`src/rtl/spi_tx_engine.sv`:
```
// SPI mode-0 master frame engine: one SCLK edge per prescaler tick, MSB first,
// captures MISO on rising SCLK and pulses done when cs_n is released.
module spi_tx_engine #(
    parameter int DATA_W = 8
) (
    input  logic              clk,
    input  logic              rst,
    input  logic              tick,
    input  logic [DATA_W-1:0] tx_data,
    input  logic              tx_valid,
    output logic              tx_ready,
    input  logic              miso,
    output logic [DATA_W-1:0] rx_data,
    output logic              done,
    output logic              cs_n,
    output logic              sclk,
    output logic              mosi
);

    localparam int CNT_W = $clog2(DATA_W);

    typedef enum logic [1:0] {
        IDLE,
        LOW,
        HIGH,
        TRAIL
    } state_t;

    state_t            state;
    state_t            state_next;
    logic [DATA_W-1:0] shreg;
    logic [DATA_W-1:0] rxreg;
    logic [CNT_W-1:0]  bit_cnt;

    assign tx_ready = (state == IDLE);

    always_ff @(posedge clk) begin
        if (!rst) begin
            state <= IDLE;
        end else begin
            state <= state_next;
        end
    end

    always_comb begin
        state_next = state;
        case (state)
            IDLE:    if (tx_valid) state_next = LOW;
            LOW:     if (tick) state_next = HIGH;
            HIGH:    if (tick) state_next = (bit_cnt == '0) ? TRAIL : LOW;
            TRAIL:   if (tick) state_next = IDLE;
            default: state_next = IDLE;
        endcase
    end

    // Serial datapath; mosi only moves on falling-edge ticks so it is always
    // settled a full tick before the slave samples it on the next rise.
    always_ff @(posedge clk) begin
        if (!rst) begin
            cs_n    <= 1'b1;
            sclk    <= 1'b0;
            mosi    <= 1'b0;
            done    <= 1'b0;
            rx_data <= '0;
            shreg   <= '0;
            rxreg   <= '0;
            bit_cnt <= '0;
        end else begin
            done <= 1'b0;
            case (state)
                IDLE: begin
                    if (tx_valid) begin
                        shreg   <= tx_data;
                        mosi    <= tx_data[DATA_W-1];
                        cs_n    <= 1'b0;
                        bit_cnt <= CNT_W'(DATA_W - 1);
                    end
                end
                LOW: begin
                    if (tick) begin
                        sclk  <= 1'b1;
                        rxreg <= {rxreg[DATA_W-2:0], miso};
                    end
                end
                HIGH: begin
                    if (tick) begin
                        sclk <= 1'b0;
                        if (bit_cnt != '0) begin
                            shreg   <= shreg << 1;
                            mosi    <= shreg[DATA_W-2];
                            bit_cnt <= bit_cnt - CNT_W'(1);
                        end
                    end
                end
                TRAIL: begin
                    if (tick) begin
                        cs_n    <= 1'b1;
                        mosi    <= 1'b0;
                        done    <= 1'b1;
                        rx_data <= rxreg;
                    end
                end
                default: ;
            endcase
        end
    end

endmodule
```
`config.mk`:
```
export PLATFORM = sky130hd
export DESIGN_NAME = spi_tx_engine
export DESIGN_NICKNAME = d
export VERILOG_FILES = /design/src/rtl/spi_tx_engine.sv
export SDC_FILE = /design/constraint.sdc
export NUM_CORES = 1
export LEC_CHECK = 0
export CAP_MARGIN = 10
export CELL_PAD_IN_SITES_DETAIL_PLACEMENT = 0
export CELL_PAD_IN_SITES_GLOBAL_PLACEMENT = 2
export CORE_ASPECT_RATIO = 0.8
export CORE_MARGIN = 5
export CORE_UTILIZATION = 33
export CTS_BUF_LIST = sky130_fd_sc_hd__clkbuf_8
export CTS_CLUSTER_SIZE = 12
export DETAILED_ROUTE_END_ITERATION = 7
export PLACE_DENSITY_LB_ADDON = 0.1
export SLEW_MARGIN = 15
export SYNTH_ARGS = -nofsm -noshare
export SYNTH_HDL_FRONTEND = slang
export SYNTH_SLANG_ARGS = --single-unit
```
`constraint.sdc`:
```
create_clock -name clk -period 2.3 [get_ports clk]
set_input_delay 0.575 -clock clk [delete_from_list [all_inputs] [get_ports clk]]
set_output_delay 0.575 -clock clk [all_outputs]
set_load 0.01 [all_outputs]
```
==> metrics.yaml, run 1 <==
cp.arrival_ps: 1560
drt-total-wl_mm: 3.33
clk_pin_slew_ps: 60
crit_cells: 3
yosysSeqAreaShare_pct: 42.9
dr.first_iter.drc_count: 52
path_buf_inv: 2
layout_commonest_cell: "dfxtp_1"
end_kind: "output pin"
final_cell_mix: "32 x dfxtp_1, 29 x nand2_1, 25 x clkdlybuf4s50_1, 20 x nand3_1, 16 x a21boi_0"
synth.area.top_cells: "dfxtp_1 43%, a21boi_0 8.0%, nand2_1 7.3%, ha_1 6.7%, nand3_1 6.7%"
first_global_vias: 1134
crit_start: "state[1]"
ant_nets: 0
leakage_nw: 0.775
post_cts_buffers: 0
reg2reg_depth: 8
die_w_um: 85.2
area_delta_synth_final_pct: 26.1
avgSynthCellArea_um2: 9.16
path_cells: "inv_1 -> ha_1 -> clkdlybuf4s50_1"
path_delay_family: "buffers and inverters"
stdcell_count: 247
status: "completed"
required_ps: 1730
postSynthCellCount: 163
place_area_um2: 1800
cts_tree: "built"
syn-num-nets: 184
clock-root-buffer: "clkbuf_8"
crit_type: "flip-flop to output pin"
initial_core_util_pct: 34.9
fp-row-count: 21
ctsResizeCount: 0
fin_tns_setup_ps: 0
synth_top_area_share_pct: 42.9
drive_above_1_share_pct: 7.89
r2r_slack_ps: 330
cts_hold_buf: 0
clock_skew_ps: 2.27
vdd_drop_max_uv: 379
synth.distinct_cells: 29
yosysTopAreaCell: "dfxtp_1"
grt-ovfl-total: 0
grt.total_usage_pct: 12.1
dpl.hpwl_mm: 2.37
grt_pass1_wl_mm: 5.70
slowest_stage: "clkdlybuf4s50_1"
drcViolationCount: 0
fin_crit_sh_pct: 92.8
place_ws_ps: 202
endpoint: "tx_ready"
num_antenna_cells: 0
gp_congestion: 0.755
cpPeakStageDelay_ps: 490
hold_violations: 0
maxSlewViolCount: 0
vias: 1231
fin_ws_ps: 165
cts_sinks: 32
drv_cap: 0
dp_cells: 240
clock_path_buffers: 2
pin_count: 26
port_buffers: 25
rsz0062_at_grt: "no"
setup_viol: 0
die_area_um2: 5980
htree_levels: 2
min_path_type: "flip-flop to flip-flop"
crit_fanout: 6
grt_max_degree: 35
fmax_ghz: 0.468
wl_per_cell_um: 13.5
first_pass_iters: 4
yosys_warnings: 0
antenna_found_initial: 0
nets: 211
viasPerCell: 4.98
worstHoldPathCells: 2
die_h_um: 70.2
fp.coreArea_um2: 4280
cts_made_buffers: 5
syn-cell-area_um2: 1490
fin_area_um2: 1880
relSlewSlack_pct: 62.3
ys_ff_latch: 32
clock_latency_ps: 270
r2r-start: "state[0]"
worst_r2r_endpoint: "bit_cnt[1]"
power_density_nw_per_um2: 1080
critPathLaunchType: "flip-flop"
period_needed_ps: 2140
tightestPinTransition_ps: 566
## sequential cells by signal, indices dropped and copies added (netlist names), 2 cells and up
register / count
rxreg: 8
state: 2
shreg: 7
rx_data: 8
bit_cnt: 3
## worst register-to-register path, stage by stage (launching register included)
cell,delay [ps]
dfxtp_1,350
inv_1,140
ha_1,320
buf_4,260
nor2_1,100
a2111oi_4,190
buf_4,270
nand3_1,100
o211a_1,130
## how the worst min path moves through the flow
stage / from / slack [ps] / endpoint
after floorplan: shreg[0] / 430 / shreg[0]
after global placement: shreg[0] / 440 / shreg[0]
after detailed placement: mosi / 460 / mosi
after CTS: rx_data[2] / 470 / rx_data[2]
after global routing: shreg[0] / 480 / shreg[0]
final: rx_data[2] / 460 / rx_data[2]
## power by group
group	internal [mW]	total, mW	switching (mW)
clock	0.201	0.391	0.190
combinational	0.402	0.864	0.461
sequential	0.686	0.770	0.0836
total	1.29	2.02	0.735
## routing by layer
| metal | track usage, % | vias to the layer above | share of wire, % |
|---|---|---|---|
| met5 | 0 | - | 0 |
| met4 | 4.22 | 0 | 0.96 |
| met3 | 3.53 | 5 | 6.3 |
| met2 | 16.6 | 32 | 40 |
| met1 | 17.6 | 573 | 53 |
| li1 | - | 621 | - |
## cell type report
cell class | count | area [µm²]
multi-input cells | 113 | 771
clock buffers | 5 | 68.8
flip-flops and latches | 32 | 641
repair buffers | 31 | 295
inverters | 7 | 26.3
clock inverters | 2 | 8.76
well taps | 57 | 71.3
fillers | 422 | 2400
## synth_stat cells
cell and number:
o211a_1 10, a211oi_1 1, buf_2 2, o21ai_0 2, nor2_1 4, dfxtp_1 32
inv_1 7, o21bai_1 1, ha_1 8, nor3b_1 1, nand2_1 29, a21oi_1 2
o311a_1 1, o21ai_1 1, a2111oi_4 1, o221ai_1 1, nand4b_1 1, nor2b_4 1
a21boi_0 16, buf_4 1, buf_6 1, a31o_2 1, and3_1 2, a21o_1 1
nor2b_1 1, nor3_1 1, mux2i_1 7, nand3_1 20, clkbuf_1 7
## through the flow
| step | hold WS (ps) | total power, mW | util, % |
|---|---|---|---|
| 6_report | 462 | 2.02 | 43.9 |
| 2_1_floorplan | 428 | 1.39 | - |
| 4_1_cts | 466 | 2.05 | 43.9 |
| 3_5_place_dp | 457 | 1.65 | 42.1 |
| 3_3_place_gp | 442 | 1.62 | 42.1 |
| 5_1_grt | 481 | 2.18 | 43.9 |
## cells by family after synthesis
group                    Yosys count  synth area share (%)
AND/OR/NAND/NOR                   60                  18.6
AO/OA/AOI/OAI                     38                  21.6
flip-flops                        32                  42.9
buffers and inverters             18                  5.45
adder cells (fa/ha/maj)            8                  6.71
multiplexers                       7                  4.69
(Power assumes the default switching activity.)
==> run 2, diff against run 1 <==
==> constraint.sdc (replaced) <==
create_clock -name clk -period 2.4 [get_ports clk]
set_input_delay 0.36 -clock clk [delete_from_list [all_inputs] [get_ports clk]]
set_output_delay 0.36 -clock clk [all_outputs]
set_load 0.01 [all_outputs]
==> run 2 against run 1 <==
- die area unchanged
- non-clock buffer count stayed put
- first-iteration DRC count is 17% lower
- clock skew is 5.0 ps higher
- global-route usage is 0.073 points higher
- wire length decreased by 0.63%
- setup slack better by 260 ps
- sequential power fell by 4.5%
- sequential share of layout area shrank 0.22 points
- core utilization increased by 0.29 points
- sequential cell count stayed put
- worst hold slack lost 6.0 ps
==> metrics.yaml, run 2 (synthesized netlist as in run 1, its figures left out) <==
multiInputGateArea_um2: 771
cts_made_buffers: 5
clock_latency_ps: 280
rsz0062_at_grt: "no"
clock_skew_ps: 7.25
grt_max_degree: 35
min_from: "shreg[0]"
clock_path_buffers: 2
fp.coreArea_um2: 4280
fp-row-count: 21
vdd_drop_max_uv: 455
min_path_type: "flip-flop to flip-flop"
p_sw_share_pct: 35.7
end_kind: "flip-flop"
maxSlewViolCount: 0
power_density_nw_per_um2: 1030
viasPerCell: 4.81
power_mw: 1.96
fin_crit_sh_pct: 82.2
dpl.hpwl_mm: 2.37
cts_sinks: 32
drive_above_1_share_pct: 7.85
ctsResizeCount: 0
power_switching_mw: 0.700
drcViolationCount: 0
die_h_um: 70.2
tightestPinTransition_ps: 478
ant_nets: 0
reg2reg_depth: 7
r2r_slack_ps: 430
crit_type: "flip-flop to flip-flop"
drv_cap: 0
antenna_found_initial: 0
num_antenna_cells: 0
worst_r2r_endpoint: "shreg[3]"
vias: 1194
period_needed_ps: 1970
critPathLaunchType: "flip-flop"
place_ws_ps: 365
reg_top3: "rx_data x8, rxreg x8, shreg x7"
wl_per_cell_um: 13.4
relSlewSlack_pct: 68.0
fin_tns_setup_ps: 0
grt.total_usage_pct: 12.1
final_cell_mix: "32 x dfxtp_1, 29 x nand2_1, 25 x clkdlybuf4s50_1, 20 x nand3_1, 16 x a21boi_0"
die_area_um2: 5980
nets: 211
clk_pin_slew_ps: 70
n_fill_cell: 423
r2r-start: "state[0]"
pin_count: 26
worstHoldPathCells: 2
stdcell_count: 248
fin_ws_ps: 427
ff_latch_area_um2: 641
initial_core_util_pct: 34.9
required_ps: 2570
gp_congestion: 0.744
grt-ovfl-total: 0
cts_hold_buf: 0
dp_cells: 240
first_pass_iters: 4
cp.arrival_ps: 2140
die_w_um: 85.2
layout_commonest_cell: "dfxtp_1"
first_global_vias: 1191
drt-total-wl_mm: 3.31
combPwrFrac_pct: 41.3
clkPwrFrac_pct: 21.2
htree_levels: 2
crit_fanout: 14
p_seq_share_pct: 37.5
status: "completed"
clock-root-buffer: "clkbuf_8"
p_int_mw: 1.26
cts_tree: "built"
fmax_ghz: 0.507
port_buffers: 25
dr.first_iter.drc_count: 43
hold_violations: 0
post_cts_buffers: 0
leakage_nw: 0.785
grt_pass1_wl_mm: 5.78
setup_viol: 0
area_delta_synth_final_pct: 26.9
min_to: "shreg[0]"
[run 2: area by class of cell]
type	instances	area share, %
multi-input cells	113	40.7
flip-flops and latches	32	33.8
repair buffers	31	15.6
clock buffers	6	4.36
well taps	57	3.76
inverters	7	1.39
clock inverters	2	0.396
[run 2: power by group through the flow]
stage,Combinational [mW],Clock (mW),Sequential [mW]
after floorplan,0.595,0,0.740
after global placement,0.793,0,0.743
after detailed placement,0.818,0,0.745
after CTS,0.821,0.438,0.735
after global routing,0.900,0.467,0.758
final,0.808,0.416,0.735
[run 2: routing by layer]
layer | wire (µm) | track usage, % | up-vias
li1 | - | - | 623
met1 | 1750 | 16.6 | 547
met2 | 1390 | 17.3 | 22
met3 | 153 | 4.94 | 2
met4 | 17 | 3.69 | 0
met5 | 0 | 0 | -
[run 2: how the worst max path moves through the flow]
| stage | startpoint | end | slack [ps] | depth (start not counted) |
|---|---|---|---|---|
| after floorplan | state[0] | bit_cnt[0] | 650 | 6 |
| after global routing | state[1] | mosi | 240 | 6 |
| after global placement | tick | shreg[2] | 420 | 6 |
| after detailed placement | tick | shreg[2] | 360 | 6 |
| final | state[0] | shreg[3] | 430 | 7 |
| after CTS | state[1] | shreg[2] | 430 | 7 |
[run 2: worst max-delay path: stages, from the launching register on]
cell and delay, ps:
dfxtp_1 410, inv_1 120, ha_1 230, nor2b_1 190, a2111oi_4 440, buf_4 270, nand2_1 70, o211a_1 120
[run 2: metrics by stage]
stage	hold slack, ps	instance area [µm²]	utilization (%)
floorplan	428	1490	-
global placement	440	1800	42.1
detailed placement	448	1800	42.1
CTS	457	1890	44.2
global route	484	1890	44.2
finish	456	1890	44.2
